<file path="config.mk">
export PLATFORM = sky130hd
export DESIGN_NAME = mux_bin_pipe
export DESIGN_NICKNAME = d
export VERILOG_FILES = /design/src/rtl/mux_bin_pkg.sv /design/src/rtl/mux_bin.sv /design/src/rtl/mux_bin_pipe_stage.sv /design/src/rtl/mux_bin_pipe.sv
export SDC_FILE = /design/constraint.sdc
export NUM_CORES = 1
export LEC_CHECK = 0
export BUFFER_PORTS_ARGS = -buffer_cell sky130_fd_sc_hd__buf_4
export CAP_MARGIN = 20
export CORE_ASPECT_RATIO = 1.25
export CORE_UTILIZATION = 43
export CTS_BUF_LIST = sky130_fd_sc_hd__clkbuf_16
export CTS_CLUSTER_SIZE = 16
export DETAILED_ROUTE_END_ITERATION = 10
export PLACE_DENSITY = 0.8
export SLEW_MARGIN = 20
export SYNTH_ARGS = -nofsm -noshare
export SYNTH_HDL_FRONTEND = slang
export SYNTH_SLANG_ARGS = --single-unit
</file>
<file path="constraint.sdc">
create_clock -name clk -period 2.2 [get_ports clk]
set_input_delay 0.44 -clock clk [delete_from_list [all_inputs] [get_ports clk]]
set_output_delay 0.44 -clock clk [all_outputs]
set_load 0.02 [all_outputs]
</file>
<file path="src/rtl/mux_bin_pkg.sv">
// Tree-shape helpers for the pipelined binary-select mux: level count, select bits and entries per level.
package mux_bin_pkg;

  function automatic int levels(int width, int split);
    int wl;
    int sl;
    wl = $clog2(width);
    sl = $clog2(split);
    return (wl + sl - 1) / sl;
  endfunction

  // The last level takes whatever select bits remain, which may be fewer than a full level.
  function automatic int level_bits(int width, int split, int k);
    int sl;
    int nl;
    sl = $clog2(split);
    nl = levels(width, split);
    if (k < nl - 1) return sl;
    return $clog2(width) - (nl - 1) * sl;
  endfunction

  function automatic int level_width(int width, int split, int k);
    int used;
    used = 0;
    for (int i = 0; i <= k; i++) used += level_bits(width, split, i);
    return width >> used;
  endfunction

endpackage

</file>
<file path="src/rtl/mux_bin.sv">
// Combinational binary-select mux: dat = ary[bin].
// Zero latency, no flow control.
module mux_bin #(
  parameter type DAT_T = logic [7:0],
  parameter int  WIDTH = 4
) (
  input  logic [$clog2(WIDTH)-1:0] bin,
  input  DAT_T [WIDTH-1:0]         ary,
  output DAT_T                     dat
);

  assign dat = ary[bin];

endmodule

</file>
<file path="src/rtl/mux_bin_pipe_stage.sv">
// One registered mux-tree level: groups of N entries reduced by the low select bits.
// One cycle latency; stage loads whenever it is empty or downstream is ready.
module mux_bin_pipe_stage
  import mux_bin_pkg::*;
#(
  parameter type DAT_T = logic [7:0],
  parameter int  IN_W  = 16,
  parameter int  LB    = 2,
  parameter int  SEL_W = 4,
  localparam int N     = 1 << LB,
  localparam int OUT_W = IN_W / N,
  localparam int SO_W  = (SEL_W > LB) ? SEL_W - LB : 1
) (
  input  logic              clk,
  input  logic              rst,
  input  logic              up_vld,
  output logic              up_rdy,
  input  DAT_T [IN_W-1:0]   up_ary,
  input  logic [SEL_W-1:0]  up_sel,
  output logic              vld_o,
  input  logic              dn_rdy,
  output DAT_T [OUT_W-1:0]  ary_o,
  output logic [SO_W-1:0]   sel_o
);

  DAT_T [OUT_W-1:0] ary_mux, ary_d, ary_q;
  logic [SO_W-1:0]  sel_rem, sel_d, sel_q;
  logic             vld_d, vld_q;

  for (genvar g = 0; g < OUT_W; g++) begin : g_grp
    mux_bin #(.DAT_T(DAT_T), .WIDTH(N)) u_mux (
      .bin (up_sel[LB-1:0]),
      .ary (up_ary[g*N +: N]),
      .dat (ary_mux[g])
    );
  end

  // The final level has no select bits left to forward.
  if (SEL_W > LB) begin : g_sel
    assign sel_rem = up_sel[SEL_W-1:LB];
  end else begin : g_nosel
    assign sel_rem = '0;
  end

  assign up_rdy = ~vld_q | dn_rdy;

  always_comb begin
    vld_d = up_rdy ? up_vld : vld_q;
    ary_d = ary_q;
    sel_d = sel_q;
    if (up_rdy && up_vld) begin
      ary_d = ary_mux;
      sel_d = sel_rem;
    end
  end

  always_ff @(posedge clk) begin
    if (rst) vld_q <= 1'b0;
    else     vld_q <= vld_d;
    ary_q <= ary_d;
    sel_q <= sel_d;
  end

  assign vld_o = vld_q;
  assign ary_o = ary_q;
  assign sel_o = sel_q;

endmodule

</file>
<file path="src/rtl/mux_bin_pipe.sv">
// Pipelined ary[bin] select, LEVELS-cycle latency, valid/ready with bubble collapse.
// MUX_BIN_PIPE_SKID_EN adds a 2-entry skid buffer so i_rdy comes straight from a flop.
module mux_bin_pipe
  import mux_bin_pkg::*;
#(
  parameter type DAT_T     = logic [8-1:0],
  parameter int  WIDTH     = 16,
  parameter int  SPLIT     = 4,
  localparam int WIDTH_LOG = $clog2(WIDTH),
  localparam int SPLIT_LOG = $clog2(SPLIT),
  localparam int LEVELS    = levels(WIDTH, SPLIT)
) (
  input  logic                 clk,
  input  logic                 rst,
  input  logic                 i_vld,
  output logic                 i_rdy,
  input  logic [WIDTH_LOG-1:0] bin,
  input  DAT_T [WIDTH-1:0]     ary,
  output logic                 o_vld,
  input  logic                 o_rdy,
  output DAT_T                 dat
);

  logic [LEVELS:0]      rdy;
  logic [LEVELS-1:0]    vld;
  logic                 s0_vld;
  DAT_T [WIDTH-1:0]     s0_ary;
  logic [WIDTH_LOG-1:0] s0_sel;
  logic                 sel_unused;

`ifdef MUX_BIN_PIPE_SKID_EN
  typedef struct packed {
    logic [WIDTH_LOG-1:0] sel;
    DAT_T [WIDTH-1:0]     ary;
  } ent_t;

  ent_t       in_ent, sk0_d, sk0_q, sk1_d, sk1_q;
  logic [1:0] cnt_d, cnt_q;
  logic       rdy_d, rdy_q;
  logic       in_xfer;

  assign in_ent  = '{sel: bin, ary: ary};
  assign in_xfer = i_vld & rdy_q;
  assign i_rdy   = rdy_q;
  // An empty buffer is bypassed so unstalled latency stays at LEVELS.
  assign s0_vld  = (cnt_q != 2'd0) | i_vld;
  assign s0_ary  = (cnt_q != 2'd0) ? sk0_q.ary : ary;
  assign s0_sel  = (cnt_q != 2'd0) ? sk0_q.sel : bin;

  always_comb begin
    cnt_d = cnt_q;
    sk0_d = sk0_q;
    sk1_d = sk1_q;
    case (cnt_q)
      2'd0: begin
        if (in_xfer && !rdy[0]) begin
          sk0_d = in_ent;
          cnt_d = 2'd1;
        end
      end
      2'd1: begin
        if (rdy[0]) begin
          if (in_xfer) sk0_d = in_ent;
          else         cnt_d = 2'd0;
        end else if (in_xfer) begin
          sk1_d = in_ent;
          cnt_d = 2'd2;
        end
      end
      default: begin
        if (rdy[0]) begin
          sk0_d = sk1_q;
          cnt_d = 2'd1;
        end
      end
    endcase
    rdy_d = (cnt_d != 2'd2);
  end

  always_ff @(posedge clk) begin
    if (rst) begin
      cnt_q <= 2'd0;
      rdy_q <= 1'b1;
    end else begin
      cnt_q <= cnt_d;
      rdy_q <= rdy_d;
    end
    sk0_q <= sk0_d;
    sk1_q <= sk1_d;
  end
`else
  assign i_rdy  = rdy[0];
  assign s0_vld = i_vld;
  assign s0_ary = ary;
  assign s0_sel = bin;
`endif

  assign rdy[LEVELS] = o_rdy;

  for (genvar k = 0; k < LEVELS; k++) begin : g_lvl
    localparam int IN_W  = (k == 0) ? WIDTH : level_width(WIDTH, SPLIT, k - 1);
    localparam int OUT_W = level_width(WIDTH, SPLIT, k);
    localparam int LB    = level_bits(WIDTH, SPLIT, k);
    localparam int SEL_W = WIDTH_LOG - k * SPLIT_LOG;
    localparam int SO_W  = (SEL_W > LB) ? SEL_W - LB : 1;

    logic             up_vld;
    DAT_T [IN_W-1:0]  up_ary;
    logic [SEL_W-1:0] up_sel;
    DAT_T [OUT_W-1:0] ary_q;
    logic [SO_W-1:0]  sel_q;

    if (k == 0) begin : g_head
      assign up_vld = s0_vld;
      assign up_ary = s0_ary;
      assign up_sel = s0_sel;
    end else begin : g_body
      assign up_vld = vld[k-1];
      assign up_ary = g_lvl[k-1].ary_q;
      assign up_sel = g_lvl[k-1].sel_q;
    end

    mux_bin_pipe_stage #(
      .DAT_T (DAT_T),
      .IN_W  (IN_W),
      .LB    (LB),
      .SEL_W (SEL_W)
    ) u_stage (
      .clk    (clk),
      .rst    (rst),
      .up_vld (up_vld),
      .up_rdy (rdy[k]),
      .up_ary (up_ary),
      .up_sel (up_sel),
      .vld_o  (vld[k]),
      .dn_rdy (rdy[k+1]),
      .ary_o  (ary_q),
      .sel_o  (sel_q)
    );
  end

  assign o_vld      = vld[LEVELS-1];
  assign dat        = g_lvl[LEVELS-1].ary_q[0];
  assign sel_unused = ^g_lvl[LEVELS-1].sel_q;

endmodule

</file>
; ---- After elaboration in Yosys (flattened, before gate mapping)
; Cells that the tools add are included.
[totals]
regBits = 44
latchBits = 0
ramBits = 0
romBits = 0
output_inout_bits = 10
word_cells = 26
mem_count = 0
[classes]
add_sub_neg = 0
n_mul = 0
div_mod_pow = 0
n_lt_le_gt_ge = 2
n_eq_ne = 0
shift = 0
muxes = 10
bitwise = 4
n_reduce_logical = 2
[op_table]
columns = operator, n
row1 = binary-select mux 8 bit (select 2 bit), 5
row2 = 2-to-1 mux 8 bit, 5
row3 = "< comparator 2 x 3 -> 1 bit, second input constant", 2
row4 = logical AND 1 bit, 2
row5 = inverter 1 bit, 2
row6 = bitwise OR 1 bit, 2

; ---- Depth between registers and ports, before layout
; Gate-level depths: netlist of the first run.
[depth]
ltp_word = 4
ltp_mapped = 3

; ---- Cells and area by module
; Synthesis of the first run repeated with hierarchy kept, for this count alone.
[unflattened]
hier_cells = 104
hier_area_um2 = 2364.8
[modules_own_cells]
columns = mod, instances, cells_per_inst, area_per_inst_um2
row1 = mux_bin_pipe_stage at g_lvl[0].u_stage, 1, 39, 1076.0
row2 = mux_bin, 5, 10, 196.4
row3 = mux_bin_pipe_stage at g_lvl[1].u_stage, 1, 15, 306.5

; ---- Worst setup path before layout of the first run
; OpenSTA, ideal clock, no wires.
[synth_timing]
kind = input -> register
start = input port o_rdy
end = register g_lvl[0].u_stage.ary_q, in the netlist g_lvl[0].u_stage.ary_o[0], enable pin
setup_ns = 0.394
arrival_ns = 1.576
required_time_ns = 1.806
setup_slack_ns = 0.230
stages = 2
n_path_buf = 0
path_cell_list = nand3b_1 and2_1
[synth_between]
elab_chain_cells = 3
[synth_lines]
columns = element, line
row1 = start: declaration, mux_bin_pipe.sv:20  ; input logic o_rdy,
row2 = bitwise OR 1 bit (2 in series), mux_bin_pipe_stage.sv:45  ; assign up_rdy = ~vld_q | dn_rdy;
row3 = logical AND 1 bit, mux_bin_pipe_stage.sv:51  ; if (up_rdy && up_vld) begin
row4 = end signal: assignment, mux_bin_pipe_stage.sv:60  ; ary_q <= ary_d;
row5 = end: declaration, mux_bin_pipe_stage.sv:26  ; DAT_T [OUT_W-1:0] ary_mux, ary_d, ary_q;
; Every way passes these cells.
; A chain may end at the register's enable or synchronous reset.

==> results.rst, run 1 <==
.. list-table::
   :header-rows: 1

   * - Metric
     - Value
   * - Result of the run
     - finished, final reports clean
   * - Hold-fix buffers, CTS
     - 0
   * - Worst vdd ir
     - 0.000301 V
   * - Achievable Freq
     - 659 MHz
   * - Basic-gate share of the synthesized area counting and, or, nand and nor cells
     - 1.12%
   * - Share of synthesized area occupied by flip-flops and latches
     - 55.4%
   * - Total gr overflow
     - 0
   * - Wirelength per Cell
     - 18.1 µm
   * - Via density per instance
     - 5.29
   * - Overall die area
     - 5760 µm²
   * - Complex-gate fraction of the synthesized area
     - 0.426%
   * - Number of rows created at floorplan
     - 29
   * - Residual antenna-violating net count after detailed routing
     - 0
   * - Area of the mapped netlist
     - 2350 µm²
   * - Delay contributed by the slowest stage of the critical path
     - 0.67 ns
   * - Share of the cycle needed by the critical path after routing
     - 68.9%
   * - Violation count after the first detailed-route iteration
     - 79
   * - CTS tree
     - built
   * - Internal power
     - 1.82 mW
   * - Setup clock skew after layout
     - 0.00192 ns
   * - 1st-pass router iterations
     - 4
   * - Clock buffer depth
     - 2
   * - Kind of cell adding the most delay to the critical path
     - flip-flops
   * - Critical path launch point type
     - flop
   * - Critical path cell sequence
     - mux4_2
   * - Number of buffers inserted during clock tree synthesis
     - 5
   * - Worst skew pair latency
     - 0.28 ns
   * - Share of post-route cells with drive strength above 1
     - 77.3%
   * - Vias in the first global route
     - 1,696
   * - Synthesized net count
     - 237
   * - Critical Path Slowest Stage Cell
     - edfxtp_1
   * - Quantity of gates resized following cts
     - 0
   * - Worst Setup Slack post-DPL
     - 0.418 ns
   * - Leak pwr
     - 1.49 nW
   * - Total routing usage reported by global routing
     - 21.1%
   * - Final-report max-slew violation count
     - 0
   * - Placed instance area
     - 3450 µm²
   * - Clock tree root buffer cell
     - clkbuf_16
   * - Part of the power in the clock network
     - 35.9%
   * - Critical path class
     - reg2reg
   * - Post-layout net count
     - 382
   * - Mean area per synthesized cell
     - 23.3 µm²
   * - Final count of negative-setup-slack endpoints
     - 0
   * - Post-Synthesis Cells
     - 101
   * - Clock transition at the registers of the reported paths
     - 0.06 ns
   * - Share of the synthesized netlist area taken by xor and xnor gates
     - 0%
   * - Final HPWL DP
     - 4.52 mm
   * - Power density relative to cell area
     - 621 nW/µm²
   * - Worst setup EP type
     - flop
   * - PortBufs
     - 145
   * - Largest net degree at the start of global routing
     - 35
   * - Starting density of the core
     - 45.6%
   * - Area share of fa/ha/maj cells after synthesis
     - 0%
   * - Sink count of the clock tree
     - 44
   * - Total of warnings raised by yosys
     - 0
   * - Dominant combinational cell family by area after synthesis
     - multiplexers
   * - Slew at the pin closest to its max-slew limit
     - 0.521 ns
   * - Antenna violations before repair
     - 0
   * - Max-capacitance violation count
     - 0
   * - Relative contribution of sequential cells to total power
     - 46.0%
   * - Tightest Hold Check Type
     - in2reg
   * - Layout Cells excl Fill
     - 309
   * - First-pass GRT wire length
     - 8.41 mm
   * - Normalized max-slew margin
     - 65.2%
   * - Post-route standard cell area excluding fillers
     - 3610 µm²
   * - Synthesis-stage register bit count
     - 44
   * - Via count
     - 1,634
   * - Last weighted congestion value of the routability-driven placer
     - 0.768
   * - Post-layout worst setup margin
     - 0.683 ns
   * - Footprint of the multi-input gates
     - 945 µm²
   * - Bufs and invs on worst path
     - 0
   * - Total chip power
     - 2.24 mW
   * - Count of buffers added by post-CTS timing repair for setup
     - 0
   * - RSZ-0062 raised after global routing
     - no
   * - Total DRC errors in the routed layout
     - 0
   * - Layout overhead on the synthesized area
     - 53.7%
   * - Core area
     - 5150 µm²
   * - Setup_tns
     - 0 ns
   * - Clock H-tree levels
     - 2
   * - Final worst path period need
     - 1.52 ns
   * - Final hold vios
     - 0
   * - Count of different cell masters after synthesis
     - 13
   * - Required time at the endpoint of the critical path
     - 2.22 ns
   * - Switch share
     - 18.9%
   * - Final wirelength
     - 5.58 mm
   * - Total instance count after detailed placement
     - 301
   * - Switching power
     - 0.424 mW
   * - Proportion of power drawn by combinational gates
     - 18.1%
   * - Count of fill cells added during filler insertion
     - 377
   * - Final antenna diode count
     - 0
   * - Die H
     - 84.6 µm
   * - Die boundary width
     - 68.1 µm
   * - Crit path arrival time
     - 1.53 ns
   * - Count of pins on the block boundary
     - 146
   * - Fraction of synthesized area in multiplexers
     - 38.7%
   * - Largest driver fanout on the critical path
     - 8
   * - FF+latch area
     - 1300 µm²
-- cell usage in the layout (no fill, tap or decap) --
| cell type | netlist | final |
|---|---|---|
| buf_12 | 3 | 1 |
| buf_4 | 0 | 146 |
| and2_1 | 2 | 2 |
| clkbuf_16 | 0 | 5 |
| mux4_2 | 38 | 38 |
| mux4_1 | 2 | 2 |
| a21oi_1 | 2 | 2 |
| nand3b_1 | 1 | 1 |
| clkinv_1 | 0 | 2 |
| dfxtp_1 | 2 | 2 |
| bufinv_16 | 0 | 1 |
| nand2b_1 | 1 | 1 |
| edfxtp_1 | 42 | 42 |
| inv_1 | 2 | 2 |
-- per-layer routing --
metal	GRT usage (%)	share of wire [%]	vias up
met5	0	0	-
met4	8.14	1.9	0
met3	5.16	8.0	8
met2	33.8	54	96
met1	27.2	37	779
li1	-	-	751
-- power by group through the flow --
stage	clock network, mW	registers, mW	logic (mW)
after floorplan	0	1.04	0.191
after global placement	0	1.05	0.401
after detailed placement	0	1.05	0.409
after CTS	0.819	1.03	0.411
after global routing	0.856	1.04	0.433
final	0.805	1.03	0.406
-- stage by stage --
step	hold slack, ns	utilization [%]
global placement	0.437	66.9
floorplan	0.428	-
CTS	0.315	70.1
finish	0.321	70.1
global route	0.320	70.1
detailed placement	0.454	66.9
-- final cells by class --
class | count | share of cell area, %
sequential | 44 | 36.0
timing repair buffer | 147 | 30.9
multi-input combinational | 46 | 26.2
clock buffer | 5 | 3.47
tap | 62 | 2.15
clock inverter | 3 | 1.04
inverter | 2 | 0.208
-- registers in the layout, indices dropped and copies added, names as in the netlist --
register / count
g_lvl.u_stage.sel_o: 2
g_lvl.u_stage.ary_o: 40
g_lvl.u_stage.vld_o: 2
-- path summary, 6_finish.rpt --
| kind | to | from | cells past startpoint | slack, ns |
|---|---|---|---|---|
| hold / removal | g_lvl[1].u_stage.vld_o | rst | 2 | 0.32 |
| hold reg to reg | g_lvl[1].u_stage.vld_o | g_lvl[0].u_stage.vld_o | 2 | 0.46 |
| setup reg to reg | g_lvl[1].u_stage.ary_o[1] | g_lvl[0].u_stage.sel_o[0] | 1 | 0.68 |
| setup / recovery | g_lvl[1].u_stage.ary_o[1] | g_lvl[0].u_stage.sel_o[0] | 1 | 0.68 |
-- Yosys cell counts --
master	number	area share, %
buf_6	1	0.48
a21oi_1	2	0.43
buf_2	4	0.85
edfxtp_1	42	54
nand3b_1	1	0.32
nand2b_1	1	0.27
mux4_1	2	2.2
buf_1	1	0.16
and2_1	2	0.53
mux4_2	38	36
inv_1	2	0.32
buf_12	3	2.6
dfxtp_1	2	1.7
-- cell families after synthesis --
| group | after synthesis |
|---|---|
| DFF | 44 |
| buffers and inverters | 11 |
| AOI/OAI and AO/OA | 2 |
| muxes | 40 |
| and+or+nand+nor | 4 |
(Power assumes the default switching activity.)
==> inputs of run 2 (changes only) <==
==> constraint.sdc (replaced) <==
create_clock -name clk -period 1.58 [get_ports clk]
set_input_delay 0.316 -clock clk [delete_from_list [all_inputs] [get_ports clk]]
set_output_delay 0.316 -clock clk [all_outputs]
set_load 0.02 [all_outputs]
==> run 2 against run 1 <==
Clock-buffer cell count did not move. Non-clock buffer count up 2. First-iteration DRC count fell by 3.8%. Cell area grew 1.4%. Utilization up 0.97 points. Critical endpoint is now g_lvl[0].u_stage.ary_o[4]. Total power is 42% higher. Critical path type unchanged. Setup slack got worse by 0.58 ns. Critical path depth increased by 1. Sequential power rose by 39%. Sequential cell count is the same.
==> results.rst, run 2 (same netlist as run 1, synthesis figures left out) <==
.. list-table::
   :header-rows: 1

   * - Metric
     - Value
   * - Result of the run
     - finished, final reports clean
   * - Worst skew pair latency
     - 0.28 ns
   * - Hold path startpoint
     - rst
   * - Worst setup slack for register-to-register paths
     - 0.11 ns
   * - Number of buffers inserted during clock tree synthesis
     - 5
   * - Delay contributed by the slowest stage of the critical path
     - 0.67 ns
   * - PortBufs
     - 145
   * - Die boundary width
     - 68.1 µm
   * - Layout Cells excl Fill
     - 311
   * - Overall die area
     - 5760 µm²
   * - Slew at the pin closest to its max-slew limit
     - 0.772 ns
   * - Post-layout worst setup margin
     - 0.106 ns
   * - Number of rows created at floorplan
     - 29
   * - Residual antenna-violating net count after detailed routing
     - 0
   * - Layer carrying the most global-route usage
     - met2
   * - Kind of cell adding the most delay to the critical path
     - simple AND/OR/NAND/NOR gates
   * - Via count
     - 1,691
   * - Violation count after the first detailed-route iteration
     - 76
   * - Final antenna diode count
     - 0
   * - Routing usage on met3
     - 4.89%
   * - Power density relative to cell area
     - 867 nW/µm²
   * - Total instance count after detailed placement
     - 303
   * - Achievable Freq
     - 678 MHz
   * - Global routing met1 resource utilization
     - 24.1%
   * - Hold-fix buffers, CTS
     - 0
   * - Worst setup EP type
     - flop
   * - Vias in the first global route
     - 1,852
   * - 1st-pass router iterations
     - 4
   * - Final hold vios
     - 0
   * - Final worst path period need
     - 1.47 ns
   * - Setup_tns
     - 0 ns
   * - Die H
     - 84.6 µm
   * - Number of flip-flops under the largest register name
     - 40
   * - Clock H-tree levels
     - 2
   * - R2r endpoint
     - g_lvl[0].u_stage.ary_o[4]
   * - First-pass GRT wire length
     - 8.68 mm
   * - Normalized max-slew margin
     - 48.5%
   * - Destination of the worst hold path
     - g_lvl[1].u_stage.vld_o
   * - Final count of negative-setup-slack endpoints
     - 0
   * - Origin of the critical flop-to-flop path
     - g_lvl[0].u_stage.vld_o
   * - RSZ-0062 raised after global routing
     - no
   * - Share of post-route cells with drive strength above 1
     - 78.7%
   * - Max-capacitance violation count
     - 0
   * - Critical Path Slowest Stage Cell
     - and2_2
   * - Critical path cell sequence
     - nand3b_1 -> and2_2
   * - Bufs and invs on worst path
     - 0
   * - Clock buffer depth
     - 2
   * - Final wirelength
     - 5.69 mm
   * - Worst vdd ir
     - 0.000558 V
   * - Setup clock skew after layout
     - 0.00512 ns
   * - Largest driver fanout on the critical path
     - 34
   * - Wirelength per Cell
     - 18.3 µm
   * - Starting density of the core
     - 45.6%
   * - Crit path arrival time
     - 1.38 ns
   * - Hold path cells
     - 2
   * - Count of cells along the worst register-to-register path
     - 2
   * - Total DRC errors in the routed layout
     - 0
   * - Largest net degree at the start of global routing
     - 35
   * - Last weighted congestion value of the routability-driven placer
     - 0.736
   * - CTS tree
     - built
   * - Antenna violations before repair
     - 0
   * - Count of buffers added by post-CTS timing repair for setup
     - 0
   * - Final-report max-slew violation count
     - 0
   * - Tightest Hold Check Type
     - in2reg
   * - Critical path class
     - reg2reg
   * - Core area
     - 5150 µm²
   * - Post-layout net count
     - 384
   * - Count of pins on the block boundary
     - 146
   * - Most common cell after layout, fill and taps aside
     - buf_4
   * - Sink count of the clock tree
     - 44
   * - Layout overhead on the synthesized area
     - 55.8%
   * - Required time at the endpoint of the critical path
     - 1.49 ns
   * - Total gr overflow
     - 0
   * - Leading cell types in the layout, fill and taps excluded
     - 146 x buf_4, 42 x edfxtp_1, 38 x mux4_2, 5 x clkbuf_16, 3 x buf_12
   * - GR Layer Usage met2
     - 38.6%
   * - Critical path launch point type
     - flop
   * - Leak pwr
     - 1.52 nW
   * - Final HPWL DP
     - 4.65 mm
   * - Share of the cycle needed by the critical path after routing
     - 93.3%
   * - Via density per instance
     - 5.44
   * - Total routing usage reported by global routing
     - 21.4%
   * - Quantity of gates resized following cts
     - 0
   * - Worst Setup Slack post-DPL
     - -0.00879 ns
   * - Total chip power
     - 3.17 mW
   * - Clock tree root buffer cell
     - clkbuf_16
   * - Clock transition at the registers of the reported paths
     - 0.06 ns
[run 2: cell types whose count changed in the layout (fill, tap and decap cells not counted), sizes merged]
| cell | previous run | this run |
|---|---|---|
| inv | 2 | 3 |
| clkinvlp | 0 | 1 |
| buf | 147 | 149 |
| clkinv | 2 | 0 |
[run 2: where the power goes]
part | switching [mW] | total, mW | internal [mW] | leakage (nW)
clock | 0.404 | 1.15 | 0.750 | 0.0804
combinational | 0.181 | 0.593 | 0.412 | 1.01
sequential | 0.0310 | 1.43 | 1.40 | 0.424
total | 0.616 | 3.17 | 2.56 | 1.52
[run 2: worst max-delay path by stage]
stage,start,to,slack (ns),depth (start not counted)
final,g_lvl[0].u_stage.vld_o,g_lvl[0].u_stage.ary_o[4],0.11,2
after floorplan,g_lvl[1].u_stage.vld_o,g_lvl[0].u_stage.ary_o[0],0.004,2
after CTS,g_lvl[0].u_stage.vld_o,g_lvl[0].u_stage.ary_o[9],0.08,2
after detailed placement,o_rdy,g_lvl[0].u_stage.ary_o[19],-0.009,3
after global routing,g_lvl[1].u_stage.vld_o,g_lvl[0].u_stage.ary_o[4],0.01,2
after global placement,o_rdy,g_lvl[0].u_stage.ary_o[19],0.03,3
[run 2: through the flow]
step           area (µm²)  utilization [%]  hold slack (ns)
6_report             3660             71.0            0.199
5_1_grt              3660             71.0            0.201
4_1_cts              3660             71.0            0.192
3_5_place_dp         3490             67.7            0.453
3_3_place_gp         3490             67.7            0.436
2_1_floorplan        2350                -            0.385
[run 2: layout make-up]
cell class | instances | area, µm²
Fill cell | 359 | 1490
Timing Repair Buffer | 149 | 1160
Clock inverter | 3 | 46.3
Multi-Input combinational cell | 46 | 946
Clock buffer | 5 | 125
Tap cell | 62 | 77.6
Sequential cell | 44 | 1300
Inverter | 2 | 7.51
[run 2: per-layer routing]
metal  wire, µm  up-vias
met2       3290       91
met5          0        -
met4         67        0
li1           -      755
met1       1910      839
met3        418        6
==> inputs of run 3 (changes only) <==
--- a/config.mk
+++ b/config.mk
@@ -5,10 +5,11 @@
 export SDC_FILE = /design/constraint.sdc
 export NUM_CORES = 1
 export LEC_CHECK = 0
+export ABC_AREA = 1
 export BUFFER_PORTS_ARGS = -buffer_cell sky130_fd_sc_hd__buf_4
 export CAP_MARGIN = 20
 export CORE_ASPECT_RATIO = 1.25
-export CORE_UTILIZATION = 43
+export CORE_UTILIZATION = 47
 export CTS_BUF_LIST = sky130_fd_sc_hd__clkbuf_16
 export CTS_CLUSTER_SIZE = 16
 export DETAILED_ROUTE_END_ITERATION = 10
@@ -17,3 +18,4 @@
 export SYNTH_ARGS = -nofsm -noshare
 export SYNTH_HDL_FRONTEND = slang
 export SYNTH_SLANG_ARGS = --single-unit
+export TNS_END_PERCENT = 30
==> run 3 against run 2 <==
Critical path depth rose by 1. Clock-buffer cell count did not move. Largest cell class unchanged. Register-to-register slack better by 0.20 ns. Total power is 3.8% higher. Combinational power rose by 30%. Critical path type unchanged. Cell count rose by 140%.
==> results.rst, run 3 <==
.. list-table::
   :header-rows: 1

   * - Metric
     - Value
   * - Clock H-tree levels
     - 2
   * - Top post-synthesis cells by count
     - 202 x nand2_1, 166 x inv_1, 81 x nand3_1
   * - Synthesis-stage register bit count
     - 44
   * - Number of flip-flops under the largest register name
     - 40
   * - Number of buffers inserted during clock tree synthesis
     - 5
   * - R2r endpoint
     - g_lvl[1].u_stage.ary_o[6]
   * - Top flip-flop cell by instance count after synthesis
     - edfxtp_1
   * - Share of synthesized area occupied by flip-flops and latches
     - 39.5%
   * - Destination of the worst hold path
     - g_lvl[1].u_stage.vld_o
   * - Count of cells along the worst register-to-register path
     - 3
   * - Final-report max-slew violation count
     - 0
   * - Main area contributors after synthesis
     - edfxtp_1 38%, nand2_1 23%, inv_1 19%, nand3_1 12%, buf_6 2.7%
   * - Slew at the pin closest to its max-slew limit
     - 0.444 ns
   * - Largest net degree at the start of global routing
     - 65
   * - Most common cell after layout, fill and taps aside
     - nand2_1
   * - Core area
     - 6650 µm²
   * - Starting density of the core
     - 49.5%
   * - Leak pwr
     - 2.83 nW
   * - Count of pins on the block boundary
     - 146
   * - Final hold vios
     - 0
   * - Crit path arrival time
     - 1.29 ns
   * - Final count of negative-setup-slack endpoints
     - 0
   * - Hold path cells
     - 2
   * - Mean area per synthesized cell
     - 6.31 µm²
   * - Critical path launch point type
     - flop
   * - Critical path class
     - reg2reg
   * - Achievable Freq
     - 786 MHz
   * - Total of warnings raised by yosys
     - 0
   * - Total gr overflow
     - 0
   * - Layout overhead on the synthesized area
     - 39.2%
   * - Required time at the endpoint of the critical path
     - 1.60 ns
   * - Top cell type's share of synthesized area
     - 38.3%
   * - Overall die area
     - 7350 µm²
   * - Number of enable-type register cells in the synthesized netlist
     - 42
   * - Final HPWL DP
     - 6.14 mm
   * - Final worst path period need
     - 1.27 ns
   * - Power density relative to cell area
     - 719 nW/µm²
   * - Hold path startpoint
     - rst
   * - Worst setup slack for register-to-register paths
     - 0.31 ns
   * - Most frequent cell after synthesis
     - nand2_1
   * - Area of the mapped netlist
     - 3290 µm²
   * - Worst setup EP type
     - flop
   * - Placed instance area
     - 4420 µm²
   * - RSZ-0062 raised after global routing
     - no
   * - Die boundary width
     - 76.9 µm
   * - Tightest Hold Check Type
     - in2reg
   * - Share of the cycle needed by the critical path after routing
     - 80.5%
   * - Post-layout worst setup margin
     - 0.308 ns
   * - Clock buffer depth
     - 2
   * - Fraction of registers with async set/reset
     - 0%
   * - Die H
     - 95.6 µm
   * - Post-Synthesis Cells
     - 522
   * - Violation count after the first detailed-route iteration
     - 185
   * - Share of post-route cells with drive strength above 1
     - 24.8%
   * - Worst skew pair latency
     - 0.27 ns
   * - Total DRC errors in the routed layout
     - 0
   * - Final wirelength
     - 8.03 mm
   * - Clock transition at the registers of the reported paths
     - 0.06 ns
   * - Max-capacitance violation count
     - 0
   * - Antenna violations before repair
     - 0
   * - Hold-fix buffers, CTS
     - 0
   * - Number of rows created at floorplan
     - 33
   * - Last weighted congestion value of the routability-driven placer
     - 0.861
   * - Cell type with the largest total area after synthesis
     - edfxtp_1
   * - CTS tree
     - built
   * - Setup_tns
     - 0 ns
   * - Worst vdd ir
     - 0.000645 V
   * - Clock tree root buffer cell
     - clkbuf_16
   * - Synthesized net count
     - 658
   * - Wirelength per Cell
     - 10.8 µm
   * - Largest driver fanout on the critical path
     - 9
   * - 1st-pass router iterations
     - 4
   * - Count of buffers added by post-CTS timing repair for setup
     - 0
   * - Via count
     - 3,361
   * - Worst Setup Slack post-DPL
     - 0.290 ns
   * - Vias in the first global route
     - 3,152
   * - Final antenna diode count
     - 0
   * - Total routing usage reported by global routing
     - 22.0%
   * - Result of the run
     - finished, final reports clean
   * - Normalized max-slew margin
     - 70.4%
   * - Post-layout net count
     - 793
   * - Origin of the critical flop-to-flop path
     - g_lvl[0].u_stage.sel_o[1]
   * - Post-route standard cell area excluding fillers
     - 4580 µm²
   * - Via density per instance
     - 4.51
   * - Leading cell types in the layout, fill and taps excluded
     - 202 x nand2_1, 165 x inv_1, 148 x buf_4, 80 x nand3_1, 42 x edfxtp_1
   * - Layout Utilization
     - 68.9%
   * - First-pass GRT wire length
     - 13.0 mm
   * - Quantity of gates resized following cts
     - 0
   * - Count of fill cells added during filler insertion
     - 556
   * - PortBufs
     - 145
   * - Residual antenna-violating net count after detailed routing
     - 0
   * - Count of different cell masters after synthesis
     - 10
   * - Setup clock skew after layout
     - 0.00219 ns
   * - Sink count of the clock tree
     - 44
==> run 3: layer usage <==
metal | global-route usage, % | part of all wire [%]
met5 | 0 | 0
met4 | 5.45 | 1.0
met3 | 2.01 | 4.5
met2 | 43.0 | 56
met1 | 25.7 | 38
==> run 3: area by class of cell <==
cell class / instances / area, µm² / share of cell area, %
Timing Repair Buffer: 152 / 1190 / 26.0
Clock inverter: 3 / 37.5 / 0.819
Inverter: 168 / 634 / 13.8
Sequential cell: 44 / 1300 / 28.4
Multi-Input combinational cell: 286 / 1180 / 25.8
Tap cell: 87 / 109 / 2.38
Clock buffer: 5 / 125 / 2.73
==> run 3: worst max-delay path by stage <==
stage	end	depth (start not counted)	start	slack, ns
2_1_floorplan	g_lvl[0].u_stage.ary_o[0]	3	g_lvl[1].u_stage.vld_o	0.006
3_3_place_gp	g_lvl[0].u_stage.ary_o[18]	5	bin[1]	0.31
3_5_place_dp	g_lvl[0].u_stage.ary_o[28]	5	bin[1]	0.29
4_1_cts	g_lvl[1].u_stage.ary_o[6]	3	g_lvl[0].u_stage.sel_o[1]	0.29
5_1_grt	g_lvl[1].u_stage.ary_o[6]	3	g_lvl[0].u_stage.sel_o[1]	0.21
6_report	g_lvl[1].u_stage.ary_o[6]	3	g_lvl[0].u_stage.sel_o[1]	0.31
==> run 3: stage by stage <==
step / hold WS (ns) / power (mW) / instances
2_1_floorplan: 0.378 / 1.85 / 522
3_3_place_gp: 0.453 / 2.20 / 737
3_5_place_dp: 0.469 / 2.21 / 737
4_1_cts: 0.195 / 3.32 / 745
5_1_grt: 0.203 / 3.46 / 745
6_report: 0.197 / 3.29 / 745
==> run 3: critical path, cell delays in order, from the launching register on <==
cell	delay, ns
edfxtp_1	0.55
inv_1	0.23
nand3_1	0.16
nand2_1	0.08
==> run 3: kinds of logic after synthesis <==
kind of cell           share of synthesized area, %
DFF                                            39.5
and+or+nand+nor                                35.3
buffers and inverters                          24.7
AOI/OAI and AO/OA                             0.456
==> run 3: report_power, final <==
group | internal [mW] | switching, mW | leakage, nW
Sequential | 1.39 | 0.0294 | 0.425
Clock | 0.733 | 0.370 | 0.0789
Combinational | 0.393 | 0.377 | 2.32
